**src/rtl/lock_sequencer.sv**
```systemverilog
`default_nettype none
// +--------------------------------------------------------------------------------------+
// | lock_sequencer: button sync, lock FSM, password store, fail count, timed lockout.     |
// | Optional LOCK_SEQ_AUTORELOCK_EN: OPENED/SET_AWAITING time out back to IDLE.           |
// | Rev 1.0                                                                              |
// +--------------------------------------------------------------------------------------+
module lock_sequencer #(
  parameter int PW_W        = 7,
  parameter int SYNC_STAGES = 2,
  parameter int MAX_FAILS   = 3,
  parameter int LOCKOUT_CYC = 50000,
  parameter int RELOCK_CYC  = 60000,
  parameter int BLINK_HALF  = 5000
) (
  input  logic            clk,
  input  logic            rst_n,
  input  logic            ena,
  input  logic            btn_set_n,
  input  logic            btn_enter_n,
  input  logic [PW_W-1:0] code_i,
  output logic [2:0]      state_o,
  output logic            open_o,
  output logic            alarm_o,
  output logic            pw_valid_o,
  output logic [2:0]      fails_o
);

  typedef enum logic [2:0] {
    S_IDLE         = 3'b000,
    S_SET_AWAITING = 3'b001,
    S_OPENED       = 3'b010,
    S_ALARM        = 3'b011,
    S_INPUT        = 3'b100,
    S_LOCKOUT      = 3'b101
  } state_t;

`ifdef LOCK_SEQ_AUTORELOCK_EN
  localparam bit C_AUTORELOCK = 1'b1;
`else
  localparam bit C_AUTORELOCK = 1'b0;
`endif

  localparam logic [2:0]  C_MAX_FAILS    = 3'(MAX_FAILS);
  localparam logic [15:0] C_LOCKOUT_LOAD = 16'(LOCKOUT_CYC - 1);
  localparam logic [15:0] C_RELOCK_LOAD  = 16'(RELOCK_CYC - 1);
  localparam logic [15:0] C_BLINK_LAST   = 16'(BLINK_HALF - 1);

  logic [SYNC_STAGES-1:0] r_set_sync, r_enter_sync;
  logic                   r_set_last, r_enter_last;
  logic                   w_set_evt, w_enter_evt, w_set, w_enter;

  state_t         r_state, w_state_nx;
  logic [PW_W-1:0] r_pw, w_pw_nx;
  logic           r_pw_valid, w_pw_valid_nx;
  logic [2:0]     r_fails, w_fails_nx, w_fails_inc;
  logic [15:0]    r_timer, w_timer_nx;
  logic [15:0]    r_presc, w_presc_nx;
  logic           r_alarm, w_alarm_nx;
  logic           w_match;

  // Buttons idle high; the extra flop after the last stage gives the 1->0 edge.
  always_ff @(posedge clk or negedge rst_n) begin
    if (!rst_n) begin
      r_set_sync   <= '1;
      r_enter_sync <= '1;
      r_set_last   <= 1'b1;
      r_enter_last <= 1'b1;
    end else begin
      r_set_sync   <= {r_set_sync[SYNC_STAGES-2:0], btn_set_n};
      r_enter_sync <= {r_enter_sync[SYNC_STAGES-2:0], btn_enter_n};
      r_set_last   <= r_set_sync[SYNC_STAGES-1];
      r_enter_last <= r_enter_sync[SYNC_STAGES-1];
    end
  end

  assign w_set_evt   = ena & r_set_last & ~r_set_sync[SYNC_STAGES-1];
  assign w_enter_evt = ena & r_enter_last & ~r_enter_sync[SYNC_STAGES-1];
  assign w_enter     = w_enter_evt;
  assign w_set       = w_set_evt & ~w_enter_evt;

  assign w_match     = ~r_pw_valid | (code_i == r_pw);
  assign w_fails_inc = (r_fails >= C_MAX_FAILS) ? C_MAX_FAILS : r_fails + 3'd1;

  always_comb begin
    w_state_nx    = r_state;
    w_pw_nx       = r_pw;
    w_pw_valid_nx = r_pw_valid;
    w_fails_nx    = r_fails;
    w_timer_nx    = r_timer;
    w_presc_nx    = r_presc;
    w_alarm_nx    = 1'b0;

    case (r_state)
      S_IDLE: if (w_enter) w_state_nx = S_INPUT;
      S_INPUT: begin
        if (w_enter) begin
          if (w_match) begin
            w_state_nx = S_OPENED;
            w_fails_nx = 3'd0;
          end else begin
            w_fails_nx = w_fails_inc;
            if (w_fails_inc == C_MAX_FAILS) begin
              w_state_nx = S_LOCKOUT;
              w_timer_nx = C_LOCKOUT_LOAD;
            end else begin
              w_state_nx = S_ALARM;
            end
          end
        end
      end
      S_OPENED: begin
        if (w_set)                              w_state_nx = S_SET_AWAITING;
        else if (w_enter)                       w_state_nx = S_IDLE;
        else if (C_AUTORELOCK && r_timer == '0) w_state_nx = S_IDLE;
        else if (C_AUTORELOCK)                  w_timer_nx = r_timer - 16'd1;
      end
      S_SET_AWAITING: begin
        if (w_set) begin
          w_pw_nx       = code_i;
          w_pw_valid_nx = 1'b1;
          w_state_nx    = S_IDLE;
        end else if (w_enter) begin
          w_state_nx = S_IDLE;
        end else if (C_AUTORELOCK && r_timer == '0) begin
          w_state_nx = S_IDLE;
        end else if (C_AUTORELOCK) begin
          w_timer_nx = r_timer - 16'd1;
        end
      end
      S_ALARM: if (w_enter) w_state_nx = S_IDLE;
      S_LOCKOUT: begin
        if (r_timer == '0) begin
          w_state_nx = S_IDLE;
          w_fails_nx = 3'd0;
        end else begin
          w_timer_nx = r_timer - 16'd1;
        end
      end
      default: w_state_nx = S_IDLE;
    endcase

    // Relock window restarts whenever a relockable state is freshly entered.
    if (C_AUTORELOCK && (w_state_nx != r_state) &&
        (w_state_nx == S_OPENED || w_state_nx == S_SET_AWAITING))
      w_timer_nx = C_RELOCK_LOAD;

    if (w_state_nx == S_LOCKOUT) begin
      w_alarm_nx = 1'b1;
    end else if (w_state_nx == S_ALARM) begin
      if (r_state != S_ALARM) begin
        w_alarm_nx = 1'b1;
        w_presc_nx = '0;
      end else if (r_presc == C_BLINK_LAST) begin
        w_alarm_nx = ~r_alarm;
        w_presc_nx = '0;
      end else begin
        w_alarm_nx = r_alarm;
        w_presc_nx = r_presc + 16'd1;
      end
    end
  end

  always_ff @(posedge clk or negedge rst_n) begin
    if (!rst_n) begin
      r_state    <= S_IDLE;
      r_pw       <= '0;
      r_pw_valid <= 1'b0;
      r_fails    <= 3'd0;
      r_timer    <= '0;
      r_presc    <= '0;
      r_alarm    <= 1'b0;
    end else begin
      r_state    <= w_state_nx;
      r_pw       <= w_pw_nx;
      r_pw_valid <= w_pw_valid_nx;
      r_fails    <= w_fails_nx;
      r_timer    <= w_timer_nx;
      r_presc    <= w_presc_nx;
      r_alarm    <= w_alarm_nx;
    end
  end

  assign state_o    = r_state;
  assign open_o     = (r_state == S_OPENED);
  assign alarm_o    = r_alarm;
  assign pw_valid_o = r_pw_valid;
  assign fails_o    = r_fails;

endmodule
`default_nettype wire

```
**config.mk**
```make
export PLATFORM = sky130hd
export DESIGN_NAME = lock_sequencer
export DESIGN_NICKNAME = d
export VERILOG_FILES = /design/src/rtl/lock_sequencer.sv
export SDC_FILE = /design/constraint.sdc
export NUM_CORES = 1
export LEC_CHECK = 0
export CAP_MARGIN = 5
export CORE_UTILIZATION = 58
export CTS_CLUSTER_SIZE = 14
export DETAILED_ROUTE_END_ITERATION = 8
export HOLD_SLACK_MARGIN = 0.02
export PLACE_DENSITY_LB_ADDON = 0.12
export SYNTH_ARGS = -nofsm -noshare
export SYNTH_HDL_FRONTEND = slang
export SYNTH_SLANG_ARGS = --single-unit
```
**constraint.sdc**
```tcl
create_clock -name clk -period 3.1 [get_ports clk]
set_input_delay 0.93 -clock clk [delete_from_list [all_inputs] [get_ports clk]]
set_output_delay 0.93 -clock clk [all_outputs]
set_load 0.01 [all_outputs]
```
-- Word level (Yosys, flattened, before mapping)
Index checks and enable logic that the tools add are counted.
- register bits after elaboration: 53
- logic and storage cells: 76
- bits of input ports: 12
- output and inout port bits: 9
- bitwise operators: 12
- mux-type cells: 25
- magnitude comparators: 1
- equal/unequal tests: 17
- add/subtract/negate cells: 3
- reduce and logical (&&, ||, !) cells: 7
- operators with widths (cell ; number):
    $mux 16 ; 6
    $mux 3 ; 12
    $pmux 16 s2 ; 1
    $pmux 3 s6 ; 1
    $add 16x1->16 const B ; 1
    $eq 16x13->1 const B ; 1
    $logic_not 16->1 ; 1
    $sub 16x1->16 const B ; 1
    $eq 3x2->1 const B ; 4
    $ne 2x2->1 const B ; 5
    $eq 3x3->1 const B ; 3
    $eq 7x7->1 ; 1
    $not 1->1 ; 6
    $pmux 3 s2 ; 1
    $and 1x1->1 ; 5
    $reduce_and 5->1 ; 1
    $mux 1 ; 4
    $ne 4x2->1 const B ; 1
    $reduce_and 2->1 ; 2
    $add 3x1->3 const B ; 1
    $eq 3x1->1 const B ; 1
    $ge 3x2->1 const B ; 1
    $logic_not 3->1 ; 1
    $ne 3x2->1 const B ; 1
    other kinds (3) ; 3

-- Depth between registers and ports, before layout
Gate-level depths: netlist of the first run.
- word-level depth: 10
- gate-level depth with buffers: 9
- mapped depth without buffers: 7

-- Worst setup path after synthesis of the first run
Ideal clock, no wire load.
- path kind: in2reg
- start point: input port code_i[1]
- end point: register r_presc[8]
- library setup time: 138 ps
- arrival time: 2357 ps
- required time: 2962 ps
- buffers on the path: 2
- cell stages on the path: 7
- path slack: 605 ps
- cells stage by stage: xnor2_1 > nand4_1 > or2_2 > a222oi_1 > clkbuf_1 > buf_2 > a31oi_1
- longest elaborated chain between the ends: 8
- elaborated cells on any way between the ends: 9
- classes of those cells: 3 x eq/ne; 3 x mux; 2 x bitwise; 1 x reduce/logical
- RTL lines (element ; line ; source):
    from (decl) ; 20 ; input logic [PW_W-1:0] code_i,
    $eq 7x7->1 * ; 81 ; assign w_match = ~r_pw_valid | (code_i == r_pw);
    $or 1x1->1 * ; 81 ;
    $mux 3 * ; 97 ; if (w_match) begin
    $mux 3 * ; 96 ; if (w_enter) begin
    $pmux 3 s6 * ; 93 ; case (r_state)
    $eq 3x3->1 ; 147 ; if (w_state_nx == S_LOCKOUT) begin
    $not 1->1 (no source line) ; n/a ;
    $reduce_and 2->1 (no source line) * ; n/a ;
    to (signal assigned) ; 178 ; r_presc <= w_presc_nx;
    to (decl) ; 57 ; logic [15:0] r_presc, w_presc_nx;
Every way passes the cells marked *; elsewhere a longest branch is shown, timed or not.
A chain may end at the register's enable or synchronous reset.

-- Final worst setup path of the first run
- start point: register r_state[1], in the netlist state_o[1]
- end point: output port open_o
- longest elaborated chain between the ends: 1
- RTL lines (element ; line ; source):
    from (decl) ; 52 ; state_t r_state, w_state_nx;
    from (signal assigned) ; 173 ; r_state <= w_state_nx;
    $eq 3x2->1 ; 184 ; assign open_o = (r_state == S_OPENED);
    to (decl) ; 22 ; output logic open_o,
No other way between the ends.

==> insert_results.sql, run 1 <==
INSERT INTO impl_metrics (metric_group, metric, value, unit) VALUES
('run_status', 'status', 'complete, no violations', ''),
('synth', 'synth.distinct_cells', '58', ''),
('floorplan', 'rows', '25', ''),
('sta', 'finalSetupViolations', '0', ''),
('cells_and_area', 'flow.area_growth_from_synthesis', '12.3', '%'),
('grt', 'gr-usage-all-layers', '24.9', '%'),
('min_path', 'timing.hold.worst_endpoint', 'r_enter_sync[1]', ''),
('cells_and_area', 'n_antenna_cell', '0', ''),
('sta', 'layout_min_cycle_time', '2.78', 'ns'),
('sta', 'grt_setup_unrepaired', 'no', ''),
('floorplan', 'initial_utilization', '60.1', '%'),
('min_path', 'hold_path.class', 'flop to flop', ''),
('worst_setup_path', 'cp_slowest_cell', 'sky130_fd_sc_hd__clkdlybuf4s50_1', ''),
('min_path', 'beginning_of_the_worst_hold_path', 'r_enter_sync[0]', ''),
('synth', 'syn-instance-count', '279', ''),
('min_path', 'whs_path_depth', '0', ''),
('floorplan', 'die_height', '71.7', 'um'),
('sta', 'fin_crit_sh', '89.5', '%'),
('synth', 'yosys_warnings', '0', ''),
('grt', 'grt_util_met2', '38.3', '%'),
('route', 'vias', '2277', ''),
('synth', 'count_of_flip_flops_with_a_built_in_enable_after_synthesis', '0', ''),
('pwr', 'cellLeakagePower', '1.25', 'nW'),
('route', 'average_wire_per_standard_cell', '16.3', 'um'),
('synth', 'synth.top_cells.by_area', 'sky130_fd_sc_hd__dfrtp_1, sky130_fd_sc_hd__dfstp_2, sky130_fd_sc_hd__a31oi_1, sky130_fd_sc_hd__nand2_1, sky130_fd_sc_hd__mux2_2', ''),
('cells_and_area', 'drive_above_1_share', '11.0', '%'),
('clock_tree', 'holdBufCountCts', '0', ''),
('worst_setup_path', 'critPathTopFamily', 'buffers and inverters', ''),
('worst_setup_path', 'cp_max_fo', '7', ''),
('synth', 'netlist_area', '2820', 'um^2'),
('placed_design', 'place.detailed.instances', '347', ''),
('clock_tree', 'numCtsBuffers', '5', ''),
('placed_design', 'numPortBuffers', '20', ''),
('clock_tree', 'numClockSinks', '53', ''),
('clock_tree', 'clock-root-buffer', 'sky130_fd_sc_hd__clkbuf_8', ''),
('clock_tree', 'clock_latency_on_the_worst_skew_pair', '0.31', 'ns'),
('floorplan', 'io_pins', '21', ''),
('worst_setup_path', 'crit_buf_inv', '1', ''),
('cells_and_area', 'post_layout_nonfiller_instances', '355', ''),
('worst_setup_path', 'timing.critical_path.arrival', '1.85', 'ns'),
('worst_setup_path', 'rr_worst_depth', '8', ''),
('clock_tree', 'cts-root-to-sink-buffers', '2', ''),
('floorplan', 'floorplan.core_area', '4690', 'um^2'),
('synth', 'synth_async_sr_flop_share', '100', '%'),
('pwr', 'pwr_density_cell', '365', 'nW/um^2'),
('synth', 'synth_sequential_area_ratio', '47.3', '%'),
('synth', 'synth_area_per_cell', '10.1', 'um^2'),
('sta', 'setup_tns', '0', 'ns'),
('route', 'route.detailed.vias_per_inst', '6.41', ''),
('worst_setup_path', 'rrSetupSlack', '0.65', 'ns'),
('worst_setup_path', 'cpMostUsedCell', 'sky130_fd_sc_hd__nor2b_1', ''),
('cells_and_area', 'nets', '316', ''),
('synth', 'synth_fp_nets', '295', ''),
('sta', 'fin_hold_viols', '0', ''),
('route', 'detail_route.first_pass.iterations', '4', ''),
('clock_tree', 'clkSlewWorstSetupHoldPaths', '0.10', 'ns'),
('grt', 'first_pass_grt_wire_length', '9920', 'um'),
('job', 'maxCapViolations', '0', ''),
('synth', 'ys_ff_latch', '53', ''),
('grt', 'globalRouteMet1Util', '33.5', '%'),
('synth', 'synth_area_leader_cell', 'sky130_fd_sc_hd__dfrtp_1', ''),
('clock_tree', 'cts_repair_resized_insts', '0', ''),
('worst_setup_path', 'crit_chain', 'nor2b_1, nor2b_1, clkdlybuf4s50_1', ''),
('clock_tree', 'cts_tree', 'done', ''),
('clock_tree', 'post-cts-setup-buffer-count', '0', ''),
('floorplan', 'die-width', '71.7', 'um'),
('pwr', 'vdd_drop_max', '0.299', 'mV'),
('synth', 'synth.top_cell.area_share', '41.7', '%'),
('sta', 'timing_max_transition_violations_final', '0', ''),
('worst_setup_path', 'critical_path_required', '2.17', 'ns'),
('worst_setup_path', 'start_kind', 'flop', '');
## worst register-to-register path, cell delays in order, from the launching register on
cell	delay [ns]
sky130_fd_sc_hd__dfrtp_1	0.46
sky130_fd_sc_hd__ha_1	0.23
sky130_fd_sc_hd__ha_1	0.29
sky130_fd_sc_hd__and3b_1	0.20
sky130_fd_sc_hd__nand2b_1	0.17
sky130_fd_sc_hd__and3_1	0.21
sky130_fd_sc_hd__a222oi_1	0.33
sky130_fd_sc_hd__buf_4	0.29
sky130_fd_sc_hd__mux2i_1	0.20
## worst max-delay path by stage
stage / startpoint / to / cells after the start
2_1_floorplan: code_i[1] / r_presc[8] / 7
3_3_place_gp: code_i[6] / r_presc[1] / 7
3_5_place_dp: code_i[6] / r_presc[1] / 7
4_1_cts: state_o[1] / open_o / 3
5_1_grt: state_o[1] / open_o / 3
6_report: state_o[1] / open_o / 3
## through the flow
step / power [W] / hold WS [ns] / setup slack (ns) / cell area, um^2 / util [%]
2_1_floorplan: 0.000721 / 0.345 / 0.605 / 2820 / -
3_3_place_gp: 0.000752 / 0.346 / 0.177 / 3070 / 65.4
3_5_place_dp: 0.000753 / 0.354 / 0.145 / 3070 / 65.4
4_1_cts: 0.00116 / 0.369 / 0.334 / 3170 / 67.5
5_1_grt: 0.00119 / 0.372 / 0.251 / 3170 / 67.5
6_report: 0.00116 / 0.368 / 0.325 / 3170 / 67.5
## synthesized netlist by cell type, types with 3 or more instances
library cell / count
sky130_fd_sc_hd__nor4_1: 3
sky130_fd_sc_hd__mux2_2: 7
sky130_fd_sc_hd__nand4_1: 4
sky130_fd_sc_hd__and2_1: 4
sky130_fd_sc_hd__nand2_1: 25
sky130_fd_sc_hd__inv_1: 6
sky130_fd_sc_hd__ha_1: 4
sky130_fd_sc_hd__or3_1: 7
sky130_fd_sc_hd__o211ai_1: 4
sky130_fd_sc_hd__o21ai_0: 5
sky130_fd_sc_hd__dfstp_2: 6
sky130_fd_sc_hd__nand2b_1: 3
sky130_fd_sc_hd__and3_1: 5
sky130_fd_sc_hd__nor2b_1: 3
sky130_fd_sc_hd__nand3b_1: 4
sky130_fd_sc_hd__mux2i_1: 4
sky130_fd_sc_hd__nor3_1: 8
sky130_fd_sc_hd__a31oi_1: 15
sky130_fd_sc_hd__clkbuf_1: 9
sky130_fd_sc_hd__xor2_1: 5
sky130_fd_sc_hd__a41oi_1: 5
sky130_fd_sc_hd__xnor2_1: 7
sky130_fd_sc_hd__nor2_1: 17
sky130_fd_sc_hd__a21oi_1: 11
sky130_fd_sc_hd__and3b_1: 4
sky130_fd_sc_hd__nand4b_1: 4
sky130_fd_sc_hd__o41ai_1: 3
sky130_fd_sc_hd__nand3_1: 12
sky130_fd_sc_hd__dfrtp_1: 47
## layout make-up
class / count / area, um^2
repair buffers: 25 / 233
clock inverters: 2 / 13.8
inverters: 6 / 22.5
fillers: 373 / 1530
multi-input cells: 209 / 1410
clock buffers: 6 / 82.6
well taps: 54 / 67.6
flip-flops and latches: 53 / 1330
## flip-flops by register name, indices dropped and copies added (netlist names)
name and cells:
r_pw 7, r_enter_sync 2, r_presc 16, r_set_sync 2, r_set_last 1, fails_o 3, state_o 3, r_timer 16
pw_valid_o 1, alarm_o 1, r_enter_last 1
## cell families after synthesis
group                      synth area share [%]
buffers and inverters                      2.57
adders and majority gates                  1.77
DFF                                        47.3
AOI/OAI and AO/OA                          17.1
muxes                                      4.21
xor gates and xnor gates                   3.73
and+or+nand+nor                            23.3
## power breakdown
part | total (W) | internal (W) | leakage (nW) | switching [W]
sequential | 0.000700 | 0.000698 | 0.647 | 0.00000225
combinational | 0.0000378 | 0.0000172 | 0.550 | 0.0000206
clock | 0.000419 | 0.000182 | 0.0512 | 0.000237
## metal layers
layer  wire length, um  vias to the layer above  part of all wire (%)
met5                 0                        -                     0
met3               215                       11                   3.7
met1              2730                     1104                    47
met2              2730                       60                    47
li1                  -                     1102                     -
met4               103                        0                   1.8
Note: power is estimated with default switching activity, not from simulation.
==> inputs of run 2 (changes only) <==
Settings changed: CORE_UTILIZATION 58 to 40.
==> insert_results.sql, run 2 (same netlist as run 1, synthesis figures left out) <==
INSERT INTO impl_metrics (metric_group, metric, value, unit) VALUES
('pwr', 'swShare', '21.2', '%'),
('cells_and_area', 'postLayoutCellArea', '3250', 'um^2'),
('route', 'detail_route.first_pass.iterations', '4', ''),
('pwr', 'power.share.sequential', '60.0', '%'),
('clock_tree', 'cts_repair_resized_insts', '0', ''),
('floorplan', 'initial_utilization', '41.5', '%'),
('min_path', 'hold_path.class', 'flop to flop', ''),
('cells_and_area', 'final_cell_mix', 'sky130_fd_sc_hd__dfrtp_1, sky130_fd_sc_hd__nand2_1, sky130_fd_sc_hd__clkdlybuf4s50_1', ''),
('run_status', 'status', 'complete, no violations', ''),
('grt', 'first_global_vias', '2118', ''),
('grt', 'grt_max_degree', '26', ''),
('sta', 'finalSetupViolations', '0', ''),
('sta', 'final.setup_skew', '0.0122', 'ns'),
('placed_design', 'detailedPlacementHpwl', '4200', 'um'),
('cells_and_area', 'nets', '319', ''),
('worst_setup_path', 'worst-setup-path-type', 'flop to primary output', ''),
('floorplan', 'rows', '30', ''),
('clock_tree', 'numCtsBuffers', '5', ''),
('cells_and_area', 'layout_top_registers', 'r_presc: 16 flops, r_timer: 16 flops, r_pw: 7 flops', ''),
('route', 'vias', '2267', ''),
('clock_tree', 'clock-root-buffer', 'sky130_fd_sc_hd__clkbuf_8', ''),
('worst_setup_path', 'cpMostUsedCell', 'sky130_fd_sc_hd__nor2b_1', ''),
('clock_tree', 'htree_num_levels', '2', ''),
('floorplan', 'die-width', '86.0', 'um'),
('sta', 'grt_setup_unrepaired', 'no', ''),
('route', 'drt.antenna.violating_nets', '0', ''),
('sta', 'layout_min_cycle_time', '2.78', 'ns'),
('clock_tree', 'holdBufCountCts', '0', ''),
('worst_setup_path', 'timing.critical_path.arrival', '1.85', 'ns'),
('pwr', 'pwr-share-clk', '36.6', '%'),
('sta', 'fin_crit_sh', '89.6', '%'),
('clock_tree', 'cts_tree', 'done', ''),
('min_path', 'whs_path_depth', '0', ''),
('worst_setup_path', 'critical_path_required', '2.17', 'ns'),
('placed_design', 'numPortBuffers', '20', ''),
('clock_tree', 'cts-root-to-sink-buffers', '2', ''),
('worst_setup_path', 'cp_slowest_cell', 'sky130_fd_sc_hd__clkdlybuf4s50_1', ''),
('grt', 'first_pass_grt_wire_length', '10200', 'um'),
('route', 'route.detailed.vias_per_inst', '5.67', ''),
('grt', 'initial_antenna_violation_count', '0', ''),
('floorplan', 'io_pins', '21', ''),
('cells_and_area', 'leading_cell_type_in_the_layout_fill_and_taps_excluded', 'sky130_fd_sc_hd__dfrtp_1', ''),
('floorplan', 'die_height', '86.0', 'um'),
('pwr', 'vdd_drop_max', '0.211', 'mV'),
('route', 'detailed_router_s_first_iteration_violation_count', '107', ''),
('worst_setup_path', 'slowest_delay', '0.55', 'ns'),
('floorplan', 'floorplan.core_area', '6790', 'um^2'),
('sta', 'setup_tns', '0', 'ns'),
('pwr', 'comb_power_share', '3.4', '%'),
('cells_and_area', 'n_antenna_cell', '0', ''),
('worst_setup_path', 'crit_chain', 'nor2b_1, nor2b_1, clkdlybuf4s50_1', ''),
('sta', 'worst-slew-pin-transition', '0.740', 'ns'),
('pwr', 'pwr_density_cell', '359', 'nW/um^2'),
('sta', 'max_clock_freq', '0.360', 'GHz'),
('route', 'drt_drc_violations_left', '0', ''),
('worst_setup_path', 'rr_worst_depth', '8', ''),
('worst_setup_path', 'cp_max_fo', '7', ''),
('placed_design', 'pre_cts_ws', '0.0914', 'ns'),
('route', 'average_wire_per_standard_cell', '14.9', 'um'),
('cells_and_area', 'flow.area_growth_from_synthesis', '15.1', '%'),
('sta', 'fin_hold_viols', '0', ''),
('sta', 'fin_hold_ws', '0.361', 'ns'),
('sta', 'slew_headroom', '50.5', '%'),
('grt', 'grt_remaining_overflow', '0', ''),
('grt', 'gr-usage-all-layers', '17.5', '%'),
('clock_tree', 'post-cts-setup-buffer-count', '0', ''),
('job', 'maxCapViolations', '0', ''),
('clock_tree', 'clkSlewWorstSetupHoldPaths', '0.09', 'ns'),
('placed_design', 'dpl-instance-area', '3150', 'um^2'),
('sta', 'fin_ws', '0.322', 'ns'),
('worst_setup_path', 'start_kind', 'flop', ''),
('clock_tree', 'clock_latency_on_the_worst_skew_pair', '0.30', 'ns'),
('placed_design', 'gp_congestion', '0.766', ''),
('route', 'wirelength', '5970', 'um'),
('floorplan', 'die_area', '7390', 'um^2'),
('pwr', 'total_switching_power', '0.000247', 'W'),
('pwr', 'cellLeakagePower', '1.27', 'nW'),
('pwr', 'cell_internal_pwr', '0.000918', 'W'),
('clock_tree', 'numClockSinks', '53', ''),
('cells_and_area', 'drive_above_1_share', '11.8', '%'),
('worst_setup_path', 'critical_path.endpoint_type', 'primary output', ''),
('sta', 'timing_max_transition_violations_final', '0', ''),
('pwr', 'design_power_total', '0.00117', 'W');
[run 2: cell count changes in the layout (fill, tap and decap cells not counted), sizes merged]
cell    change
buf         +3
clkbuf      +1
clkinv      -1
[run 2: final cells by class]
class	instances	area, um^2
Fill cell	652	3550
Multi-Input combinational cell	209	1410
Sequential cell	53	1330
Timing Repair Buffer	28	255
Tap cell	96	120
Clock buffer	7	96.3
Inverter	6	22.5
Clock inverter	1	5.00
[run 2: metal layers]
metal | track usage, % | vias up | share of wire, %
met5 | 0 | - | 0
met4 | 5.15 | 0 | 1.1
met3 | 3.08 | 6 | 3.9
met2 | 26.0 | 51 | 45
met1 | 26.0 | 1106 | 50
li1 | - | 1104 | -
[run 2: worst max-delay path: cells and delay by family (launching register included)]
kind | cells | cell delay, ns
DFF | 1 | 0.47
and+or+nand+nor | 2 | 0.54
buffers and inverters | 1 | 0.55
[run 2: power groups by stage]
stage	clock [W]	sequential (W)	combinational (W)
final	0.000426	0.000700	0.0000395
after global placement	0	0.000713	0.0000404
after detailed placement	0	0.000713	0.0000412
after CTS	0.000450	0.000700	0.0000412
after global routing	0.000466	0.000701	0.0000453
after floorplan	0	0.000713	0.00000801
[run 2: final timing paths]
kind,from,end,slack (ns)
min in group asynchronous,rst_n,r_timer[12],0.61
max in group asynchronous,rst_n,r_set_sync[1],1.78
worst min-delay path,r_set_sync[0],r_set_sync[1],0.36
worst max register to register,fails_o[0],r_presc[1],0.66
worst min register to register,r_set_sync[0],r_set_sync[1],0.36
worst max-delay path,state_o[1],open_o,0.32
[run 2: metrics by stage]
step / cells / utilization, %
2_1_floorplan: 279 / -
3_3_place_gp: 392 / 46.3
3_5_place_dp: 392 / 46.3
4_1_cts: 400 / 47.8
5_1_grt: 400 / 47.8
6_report: 400 / 47.8
==> inputs of run 3 (changes only) <==
Settings changed: CORE_MARGIN set to 8.
==> insert_results.sql, run 3 (same netlist as run 1, synthesis figures left out) <==
INSERT INTO impl_metrics (metric_group, metric, value, unit) VALUES
('sta', 'setup_tns', '0', 'ns'),
('worst_setup_path', 'cp_slowest_cell', 'sky130_fd_sc_hd__clkdlybuf4s50_1', ''),
('sta', 'timing_max_transition_violations_final', '0', ''),
('cells_and_area', 'multi_input_area', '1410', 'um^2'),
('sta', 'fin_hold_ws', '0.360', 'ns'),
('route', 'route.detailed.vias_per_inst', '5.63', ''),
('sta', 'worst-slew-pin-transition', '0.761', 'ns'),
('placed_design', 'numPortBuffers', '20', ''),
('sta', 'fin_crit_sh', '89.4', '%'),
('clock_tree', 'post-cts-setup-buffer-count', '0', ''),
('route', 'drt_drc_violations_left', '0', ''),
('cells_and_area', 'flow.area_growth_from_synthesis', '14.6', '%'),
('floorplan', 'rows', '30', ''),
('sta', 'finalSetupViolations', '0', ''),
('cells_and_area', 'final_cell_mix', 'sky130_fd_sc_hd__dfrtp_1, sky130_fd_sc_hd__nand2_1, sky130_fd_sc_hd__clkdlybuf4s50_1', ''),
('grt', 'initial_antenna_violation_count', '0', ''),
('worst_setup_path', 'crit_buf_inv', '1', ''),
('sta', 'slew_headroom', '49.1', '%'),
('pwr', 'pwr_density_cell', '362', 'nW/um^2'),
('sta', 'max_clock_freq', '0.361', 'GHz'),
('clock_tree', 'cts_repair_resized_insts', '0', ''),
('pwr', 'cellLeakagePower', '1.26', 'nW'),
('pwr', 'vdd_drop_max', '0.201', 'mV'),
('cells_and_area', 'n_antenna_cell', '0', ''),
('run_status', 'status', 'complete, no violations', ''),
('worst_setup_path', 'critical_path.endpoint_type', 'primary output', ''),
('grt', 'grt_max_degree', '54', ''),
('route', 'drt.antenna.violating_nets', '0', ''),
('worst_setup_path', 'timing.critical_path.arrival', '1.84', 'ns'),
('sta', 'fin_hold_viols', '0', ''),
('cells_and_area', 'sequential_cell_area', '1330', 'um^2'),
('worst_setup_path', 'crit_chain', 'nor2b_1, nor2b_1, clkdlybuf4s50_1', ''),
('route', 'detailed_router_s_first_iteration_violation_count', '145', ''),
('route', 'vias', '2240', ''),
('clock_tree', 'holdBufCountCts', '0', ''),
('route', 'average_wire_per_standard_cell', '15.4', 'um'),
('job', 'maxCapViolations', '0', ''),
('cells_and_area', 'num-fill-cells', '651', ''),
('worst_setup_path', 'start_kind', 'flop', ''),
('worst_setup_path', 'critical_path_required', '2.17', 'ns'),
('worst_setup_path', 'worst-setup-path-type', 'flop to primary output', ''),
('clock_tree', 'cts-root-to-sink-buffers', '2', ''),
('floorplan', 'die_height', '100', 'um'),
('cells_and_area', 'layout_top_registers', 'r_presc: 16 flops, r_timer: 16 flops, r_pw: 7 flops', ''),
('clock_tree', 'htree_num_levels', '2', ''),
('grt', 'grt_remaining_overflow', '0', ''),
('clock_tree', 'clkSlewWorstSetupHoldPaths', '0.09', 'ns'),
('worst_setup_path', 'rrSetupSlack', '0.68', 'ns'),
('sta', 'layout_min_cycle_time', '2.77', 'ns'),
('clock_tree', 'numCtsBuffers', '5', ''),
('route', 'detail_route.first_pass.iterations', '4', ''),
('floorplan', 'die_area', '9990', 'um^2'),
('route', 'wirelength', '6130', 'um'),
('worst_setup_path', 'cp_max_fo', '7', ''),
('min_path', 'hold_path.class', 'flop to flop', ''),
('worst_setup_path', 'critPathTopFamily', 'buffers and inverters', ''),
('cells_and_area', 'leading_cell_type_in_the_layout_fill_and_taps_excluded', 'sky130_fd_sc_hd__dfrtp_1', ''),
('clock_tree', 'numClockSinks', '53', ''),
('sta', 'final.setup_skew', '0.00662', 'ns'),
('worst_setup_path', 'slowest_delay', '0.56', 'ns'),
('clock_tree', 'clock-root-buffer', 'sky130_fd_sc_hd__clkbuf_8', ''),
('grt', 'first_pass_grt_wire_length', '10700', 'um'),
('floorplan', 'io_pins', '21', ''),
('floorplan', 'die-width', '100', 'um'),
('floorplan', 'floorplan.core_area', '6790', 'um^2'),
('placed_design', 'gp_congestion', '0.765', ''),
('clock_tree', 'clock_latency_on_the_worst_skew_pair', '0.30', 'ns'),
('floorplan', 'initial_utilization', '41.5', '%'),
('cells_and_area', 'nets', '317', ''),
('clock_tree', 'cts_tree', 'done', ''),
('placed_design', 'detailedPlacementHpwl', '4210', 'um'),
('grt', 'gr-usage-all-layers', '13.0', '%'),
('sta', 'grt_setup_unrepaired', 'no', ''),
('cells_and_area', 'drive_above_1_share', '11.3', '%'),
('worst_setup_path', 'cpMostUsedCell', 'sky130_fd_sc_hd__nor2b_1', ''),
('grt', 'first_global_vias', '2275', '');
==> run 3: cell type report <==
cell class,count,share of cell area [%]
tap,96,3.72
timing repair buffer,26,7.43
clock inverter,1,0.155
inverter,6,0.697
sequential,53,41.3
clock buffer,7,2.98
multi-input combinational,209,43.7
==> run 3: per-layer routing <==
layer,vias to the layer above,part of all wire (%),track usage [%]
li1,1109,-,-
met4,0,0.91,3.61
met1,1097,50,16.9
met3,4,3.4,3.11
met2,30,46,20.9
met5,-,0,0
==> run 3: path summary, 6_finish.rpt <==
path                                  from         endpoint  depth (start not counted)
setup reg to reg                fails_o[0]       r_presc[1]                          8
setup / recovery                state_o[1]           open_o                          3
hold / removal             r_enter_sync[0]  r_enter_sync[1]                          0
min in group asynchronous            rst_n          r_pw[5]                          2
max in group asynchronous            rst_n       state_o[2]                          2
hold reg to reg            r_enter_sync[0]  r_enter_sync[1]                          0
==> run 3: stage by stage <==
stage,worst slack (ns),cells,total power [W],instance area (um^2),utilization (%)
detailed placement,0.124,390,0.000753,3130,46.1
floorplan,0.605,279,0.000721,2820,-
global placement,0.146,390,0.000753,3130,46.1
global route,0.176,398,0.00121,3230,47.6
CTS,0.290,398,0.00119,3230,47.6
finish,0.328,398,0.00117,3230,47.6
==> run 3: power breakdown <==
group	total, W	switching, W	internal, W	leakage (nW)
clock network	0.000432	0.000229	0.000203	0.0542
registers	0.000700	0.00000202	0.000698	0.647
logic	0.0000379	0.0000208	0.0000172	0.556
total	0.00117	0.000252	0.000918	1.26
